`src/rtl/alu_serial_ctrl.sv`:
```
// alu_serial_ctrl: bit-serial ALU (ADD/SUB/AND/OR/NOR/XOR) through one 1-bit slice, LSB first,
// with start/ack handshake, abort and reserved-opcode error pulse.
module alu_serial_ctrl #(
  parameter int WIDTH = 32
) (
  input  logic             i_clk,
  input  logic             i_rst_n,
  input  logic             i_start,
  input  logic [WIDTH-1:0] i_a,
  input  logic [WIDTH-1:0] i_b,
  input  logic [2:0]       i_control,
  input  logic             i_ack,
  input  logic             i_abort,
  output logic             o_busy,
  output logic             o_out_valid,
  output logic [WIDTH-1:0] o_out,
  output logic             o_carryout,
  output logic             o_overflow,
  output logic             o_zero,
  output logic             o_negative,
  output logic             o_err
);
  localparam int CW = (WIDTH > 1) ? $clog2(WIDTH) : 1;
  typedef enum logic [1:0] {IDLE, RUN, DONE} state_t;
  state_t           r_state, w_next;
  logic [WIDTH-1:0] r_a, r_b, r_out, w_final;
  logic [2:0]       r_op;
  logic [CW-1:0]    r_cnt;
  logic             r_carry, r_carryout, r_overflow, r_zero, r_negative, r_err;
  logic             w_accept, w_reject, w_last, w_arith, w_sub;
  logic             w_a, w_b, w_sum, w_cout, w_res;
  assign w_accept = r_state == IDLE && i_start && i_control >= 3'd2;
  assign w_reject = r_state == IDLE && i_start && i_control < 3'd2;
  assign w_last   = r_cnt == CW'(WIDTH - 1);
  assign w_arith  = r_op == 3'd2 || r_op == 3'd3;
  assign w_sub    = r_op == 3'd3;
  // the single 1-bit slice; SUB is ADD with b inverted and carry seeded with 1
  assign w_a    = r_a[r_cnt];
  assign w_b    = r_b[r_cnt] ^ w_sub;
  assign w_sum  = w_a ^ w_b ^ r_carry;
  assign w_cout = w_arith & ((w_a & w_b) | (w_a & r_carry) | (w_b & r_carry));
  assign w_res  = w_arith ? w_sum :
                  r_op == 3'd4 ? (w_a & w_b) :
                  r_op == 3'd5 ? (w_a | w_b) :
                  r_op == 3'd6 ? ~(w_a | w_b) : (w_a ^ w_b);
  always_comb begin
    w_final        = r_out;
    w_final[r_cnt] = w_res;
  end
  always_ff @(posedge i_clk or negedge i_rst_n)
    if (!i_rst_n) r_state <= IDLE;
    else          r_state <= w_next;
  always_comb
    w_next = r_state == IDLE ? (w_accept ? RUN : IDLE) :
             r_state == RUN  ? (i_abort ? IDLE : (w_last ? DONE : RUN)) :
                               (i_ack ? IDLE : DONE);
  always_comb begin
    o_busy      = r_state == RUN;
    o_out_valid = r_state == DONE;
  end
  always_ff @(posedge i_clk or negedge i_rst_n) begin
    if (!i_rst_n) begin
      r_a        <= '0;
      r_b        <= '0;
      r_op       <= '0;
      r_cnt      <= '0;
      r_carry    <= 1'b0;
      r_out      <= '0;
      r_carryout <= 1'b0;
      r_overflow <= 1'b0;
      r_zero     <= 1'b0;
      r_negative <= 1'b0;
      r_err      <= 1'b0;
    end else begin
      r_err <= w_reject;
      if (w_accept) begin
        r_a     <= i_a;
        r_b     <= i_b;
        r_op    <= i_control;
        r_cnt   <= '0;
        r_carry <= i_control == 3'd3;
      end else if (r_state == RUN && !i_abort) begin
        r_out   <= w_final;
        r_carry <= w_cout;
        if (!w_last) r_cnt <= r_cnt + CW'(1);
        // r_carry still holds the carry into the MSB here, so overflow is cin^cout of that slice
        if (w_last) begin
          r_carryout <= w_cout;
          r_overflow <= w_arith & (r_carry ^ w_cout);
          r_zero     <= w_final == '0;
          r_negative <= w_final[WIDTH-1];
        end
      end
    end
  end
  assign o_out      = r_out;
  assign o_carryout = r_carryout;
  assign o_overflow = r_overflow;
  assign o_zero     = r_zero;
  assign o_negative = r_negative;
  assign o_err      = r_err;
endmodule

```
`config.mk`:
```
export PLATFORM = sky130hd
export DESIGN_NAME = alu_serial_ctrl
export DESIGN_NICKNAME = d
export VERILOG_FILES = /design/src/rtl/alu_serial_ctrl.sv
export SDC_FILE = /design/constraint.sdc
export NUM_CORES = 1
export LEC_CHECK = 0
export BUFFER_PORTS_ARGS = -buffer_cell sky130_fd_sc_hd__buf_2
export CAP_MARGIN = 20
export CELL_PAD_IN_SITES_DETAIL_PLACEMENT = 2
export CELL_PAD_IN_SITES_GLOBAL_PLACEMENT = 2
export CORE_UTILIZATION = 30
export DETAILED_ROUTE_END_ITERATION = 16
export GPL_TIMING_DRIVEN = 0
export PLACE_DENSITY_LB_ADDON = 0.1
export SLEW_MARGIN = 20
export SYNTH_ARGS = -nofsm -noshare
export SYNTH_HDL_FRONTEND = slang
export SYNTH_SLANG_ARGS = --single-unit
```
`constraint.sdc`:
```
create_clock -name i_clk -period 4.9 [get_ports i_clk]
set_input_delay 0.49 -clock i_clk [delete_from_list [all_inputs] [get_ports i_clk]]
set_output_delay 0.49 -clock i_clk [all_outputs]
set_load 0.01 [all_outputs]
```
Word level (Yosys, flattened, before mapping)
Index checks and enable logic that the tools add are counted.
{"block": "word_totals", "latch_bits": 0, "ff_bits": 112, "n_memories": 0, "ramBits": 0, "in_bits": 72, "wordCells": 76, "mem_bits_ro": 0, "output_inout_bits": 39}
{"block": "classes", "eq_ne": 10, "mul": 0, "order_cmp": 4, "mux": 22, "n_shift": 0, "bitwise_logic": 14, "n_reduce_logical": 13, "div": 0, "add_sub_neg": 1}
{"cell": "32-bit bitwise mux", "n": 1}
{"cell": "32-bit logical NOT", "n": 1}
{"cell": "5-bit two-way mux", "n": 3}
{"cell": "1-bit binary-select mux with 5-bit select", "n": 2}
{"cell": "1-bit two-way mux", "n": 10}
{"cell": "2-bit two-way mux", "n": 5}
{"cell": "3-bit by 2-bit equality test with 1-bit output, second input constant", "n": 3}
{"cell": "3-bit equality test, second input constant", "n": 3}
{"cell": "5-bit by 6-bit less-than comparator with 1-bit output, second input constant", "n": 1}
{"cell": "5-bit by 1-bit adder with 5-bit output, second input constant", "n": 1}
{"cell": "1-bit bitwise AND", "n": 5}
{"cell": "1-bit demux with 5-bit select", "n": 1}
{"cell": "5-bit equality test, second input constant", "n": 1}
{"cell": "5-bit by 1-bit >= comparator with 1-bit output, second input constant", "n": 1}
{"cell": "1-bit logical AND", "n": 5}
{"cell": "2-bit AND reduction", "n": 2}
{"cell": "1-bit XOR", "n": 4}
{"cell": "3-bit by 2-bit >= comparator with 1-bit output, second input constant", "n": 1}
{"cell": "3-bit by 2-bit less-than comparator with 1-bit output, second input constant", "n": 1}
{"cell": "1-bit OR", "n": 3}
{"cell": "3-bit AND reduction", "n": 1}
{"cell": "2-bit by 1-bit equality test with 1-bit output, second input constant", "n": 1}
{"cell": "2-bit equality test, second input constant", "n": 1}
{"cell": "2-bit logical NOT", "n": 1}
{"cell": "5 further kinds", "n": 6}

Longest topological paths before layout
{"block": "logic_depth", "depth_word": 11, "mapped_depth": 17}

Worst setup path before layout
No wires, ideal clock.
{"block": "synth_path", "path_kind": "register -> register", "startpoint": "register r_cnt[1]", "endpoint": "register r_zero (netlist: o_zero)", "path_slack_ns": 1.442, "synth_period_minus_slack_ns": 3.458, "arrival_ns": 3.363, "required_ns": 4.805, "stages_incl_launch_ff": 17, "setup_time_ns": 0.095, "cell_sequence": "dfrtp_1 -> buf_6 -> buf_6 -> mux2i_1 -> nor2_1 -> or4_4 -> a211oi_4 -> xor2_1 -> inv_1 -> fa_1 -> mux2i_1 -> nand2b_1 -> o2111ai_1 -> nor4_1 -> nand4_1 -> a221o_1 -> o31ai_1"}
{"block": "synth_between", "elab_chain_cells": 11}
{"element": "start: declaration", "line_no": "28", "rtl": "logic [CW-1:0] r_cnt;"}
{"element": "start signal: assignment", "line_no": "85", "rtl": "if (!w_last) r_cnt <= r_cnt + CW'(1);"}
{"element": "1-bit binary-select mux with 5-bit select", "line_no": "39", "rtl": "assign w_b = r_b[r_cnt] ^ w_sub;"}
{"element": "1-bit two-way mux (implied by the code)", "line_no": "39"}
{"element": "1-bit XOR", "line_no": "39"}
{"element": "1-bit OR", "line_no": "44, 45"}
{"element": "1-bit NOT", "line_no": "45", "rtl": "r_op == 3'd6 ? ~(w_a | w_b) : (w_a ^ w_b);"}
{"element": "1-bit two-way mux", "line_no": "45"}
{"element": "1-bit two-way mux", "line_no": "44", "rtl": "r_op == 3'd5 ? (w_a | w_b) :"}
{"element": "1-bit two-way mux", "line_no": "43", "rtl": "r_op == 3'd4 ? (w_a & w_b) :"}
{"element": "1-bit two-way mux", "line_no": "42", "rtl": "assign w_res = w_arith ? w_sum :"}
{"element": "32-bit bitwise mux", "line_no": "48", "rtl": "w_final[r_cnt] = w_res;"}
{"element": "32-bit logical NOT", "line_no": "90", "rtl": "r_zero <= w_final == '0;"}
{"element": "end signal: assignment", "line_no": "71", "rtl": "r_zero <= 1'b0;"}
{"element": "end signal: assignment", "line_no": "90"}
{"element": "end: declaration", "line_no": "29", "rtl": "logic r_carry, r_carryout, r_overflow, r_zero, r_negative, r_err;"}
Several ways; a longest one is shown, not always the timed one. The select of a mux whose other input is x is not followed.
A chain may end at the register's enable or synchronous reset.

Final worst setup path
Same ends and word-level chain as after synthesis.

==> impl_metrics.csv <==
group,metric,value,unit
run_status,run_status,"finished, final reports clean",
yosys,synth_top_area_cell,"dfrtp_1",
yosys,yosysWarnings,0,
final_layout,drive_gt1_share,36.7,%
final_layout,final_common_cell,"dfrtp_1",
detailed_routing,drtIter0Drc,183,
sta,hold_viol_final,0,
worst_setup_path,cp_max_fo,10,
grt,grt_max_degree,81,
yosys,synth.avg_cell_area,11.0,um^2
place,place.gp.congestion,0.812,
worst_setup_path,cp_cell_sequence,"buf_6 > buf_6 > buf_4 > mux2i_1 > o22ai_1 > a211o_1 > a211oi_4 > xor2_1 > inv_1 > fa_1 > mux2i_1 > nand2b_1 > o2111ai_1 > nor4_1 > nand4_1 > a221o_1 > o31ai_1",
yosys,synthDistinctLibCells,61,
grt,antenna_found_initial,0,
place,io_buffers,110,
grt,grt_pass1_vias,5344,
sta,finalClockSkew,0.0109,ns
yosys,async_reset_ff_share,100,%
floorplan,fp.dieH,143,um
sta,worstMarginPinSlew,1.08,ns
worst_setup_path,cp-start-kind,"register",
yosys,syn-cell-area,0.00599,mm^2
sta,slew_viol_final,0,
sta,setup-tns-final,0,ns
grt,use_met2,36.3,%
power,power_density,468,mW/mm^2
cts,cts_max_level,3,
yosys,yosys_register_bits,112,
floorplan,ios,111,
detailed_routing,vias_per_cell,5.17,
floorplan,coreArea,0.0195,mm^2
place,dp_hpwl,15.0,mm
sta,fin_crit,4.42,ns
floorplan,die_area,0.0205,mm^2
cts,cts_setup_buffers,0,
yosys,synth_edf_count,0,
final_layout,final_cell_mix,"dfrtp_1 (112), buf_2 (111), mux2_2 (99)",
sta,rsz0062_at_grt,"false",
place,place_inst,920,
yosys,yosysSeqAreaShare,46.8,%
worst_setup_path,slowest_delay,0.51,ns
cts,clkSinkCount,112,
sta,setup_viol,0,
detailed_routing,vias,4835,
floorplan,initial_core_util,30.7,%
floorplan,row_count,51,
sta,max_freq,226,MHz
cts,cts_root_buf,"clkbuf_16",
worst_setup_path,criticalPathCategory,"register to register",
floorplan,die_w,143,um
detailed_routing,route.antenna.remaining_nets,0,
grt,grt_pass1_wl,31.1,mm
detailed_routing,drcViolationCount,0,
yosys,synth_flop_cell,"dfrtp_1",
power,leakage,3.22,nW
final_layout,area.growth.synth_to_final,20.4,%
worst_setup_path,r2r.worst_path.cells,17,
cts,clk_latency,0.36,ns
grt,track_usage,20.3,%
cts,postCtsHoldBufs,0,
grt,use_met3,2.23,%
power,total_power,3.37,mW
cts,ctsResizeCount,0,
final_layout,finalNetCount,745,
final_layout,diodes,0,
detailed_routing,drt-wirelength-per-cell,21.0,um
cts,clk_pin_slew,0.08,ns
grt,grt.busiest_layer,"met2",
worst_hold_path,hold_path_class,"input pin to async pin",
detailed_routing,dr.pass1.iters,5,
sta,relSlewSlack,27.7,%
yosys,synth_area_leaders,"dfrtp_1 (47%), mux2_2 (19%), mux2i_1 (4.7%)",
detailed_routing,wl,19.6,mm
worst_setup_path,required,5.16,ns
worst_setup_path,end_kind,"register",
sta,final.period_utilization,90.2,%
cts,cts_buffers,9,
worst_setup_path,cp.arrival,4.68,ns
yosys,synthCells,544,
yosys,syn_nets,623,
job,cap_violations,0,
worst_setup_path,crit_slowest_cell,"fa_1",
final_layout,layout.cells.non_filler,936,
grt,grt-ovfl-total,0,
cts,tritoncts,"built",
cts,clockBufferDepth,2,
yosys,synth_top_cell_area_share,46.8,%
final_layout,fillers,2174,
power,peakVddDrop,200,uV
grt,grt_use_met1,25.0,%
[cells by family after synthesis]
| logic type | share of synthesized area [%] |
|---|---|
| AOI/OAI and AO/OA | 9.36 |
| xor gates and xnor gates | 0.731 |
| adders and majority gates | 1.59 |
| buffers and inverters | 3.93 |
| DFF | 46.8 |
| muxes | 24.4 |
| and+or+nand+nor | 13.2 |
[sequential cells by signal, summed over array words and instances (netlist names)]
signal / count
r_state: 2
o_err: 1
r_b: 32
o_carryout: 1
o_negative: 1
o_out: 32
r_a: 32
r_op: 3
o_zero: 1
o_overflow: 1
r_carry: 1
r_cnt: 5
[worst max-delay path, delay by kind of cell (launching register included)]
| family | cells | cell delay, ns |
|---|---|---|
| flip-flops | 1 | 0.46 |
| AND/OR/NAND/NOR | 3 | 0.51 |
| multiplexers | 2 | 0.42 |
| buffers and inverters | 4 | 0.68 |
| XOR/XNOR | 1 | 0.26 |
| adder cells (fa/ha/maj) | 1 | 0.51 |
| AO/OA/AOI/OAI | 6 | 1.49 |
[per-stage QoR]
step           setup WS (ns)  utilization [%]  hold slack [ns]  area [um^2]
3_5_place_dp           0.519             35.4            0.413         6910
3_3_place_gp           0.583             35.2            0.464         6870
5_1_grt                0.130             36.9           0.0316         7210
4_1_cts                0.474             36.9           0.0191         7210
2_1_floorplan           1.44                -            0.194         5990
6_report               0.478             36.9           0.0132         7210
[cell type report]
class,count,area [um^2],share of cell area (%)
Clock inverter,6,75.1,1.04
Inverter,16,60.1,0.833
Timing Repair Buffer,111,584,8.10
Tap cell,265,332,4.60
Clock buffer,10,229,3.18
Buffer,34,175,2.43
Sequential cell,112,2800,38.9
Multi-Input combinational cell,382,2950,40.9
[where the power goes]
part	leakage, nW	switching [mW]	internal [mW]	total [mW]
clock network	0.151	0.381	0.407	0.788
logic	1.67	0.763	0.593	1.36
registers	1.40	0.127	1.10	1.23
total	3.22	1.27	2.10	3.37
[synth_stat cells, types with 6 or more instances]
cell type  number
dfrtp_1       112
mux2_2         99
nand2_1        49
nor2_1         40
mux2i_1        28
clkbuf_1       25
o21ai_0        21
inv_1          16
o22ai_1        10
a21oi_1         9
nand3_1         8
nor2b_1         8
and3_1          6
ha_1            6
nand4_1         6
nor3_1          6
o31ai_1         6
[final timing paths]
path / end / slack [ns] / start
hold / removal: o_overflow$_DFFE_PN0P_ / 0.01 / i_rst_n
setup / recovery: o_zero$_DFFE_PN0P_ / 0.48 / r_cnt[1]$_DFFE_PN0P_
max in group asynchronous: o_out[26]$_DFFE_PN0P_ / 4.14 / i_rst_n
min in group i_clk: r_state[1]$_DFF_PN0_ / 0.30 / i_ack
setup reg to reg: o_zero$_DFFE_PN0P_ / 0.48 / r_cnt[1]$_DFFE_PN0P_
hold reg to reg: o_overflow$_DFFE_PN0P_ / 0.49 / o_overflow$_DFFE_PN0P_
[per-layer routing]
metal / wire length (um) / up-vias
met4: 534 / 0
met3: 482 / 27
met5: 0 / -
met1: 8380 / 2520
li1: - / 2200
met2: 10200 / 88
Note: power is estimated with default switching activity, not from simulation.
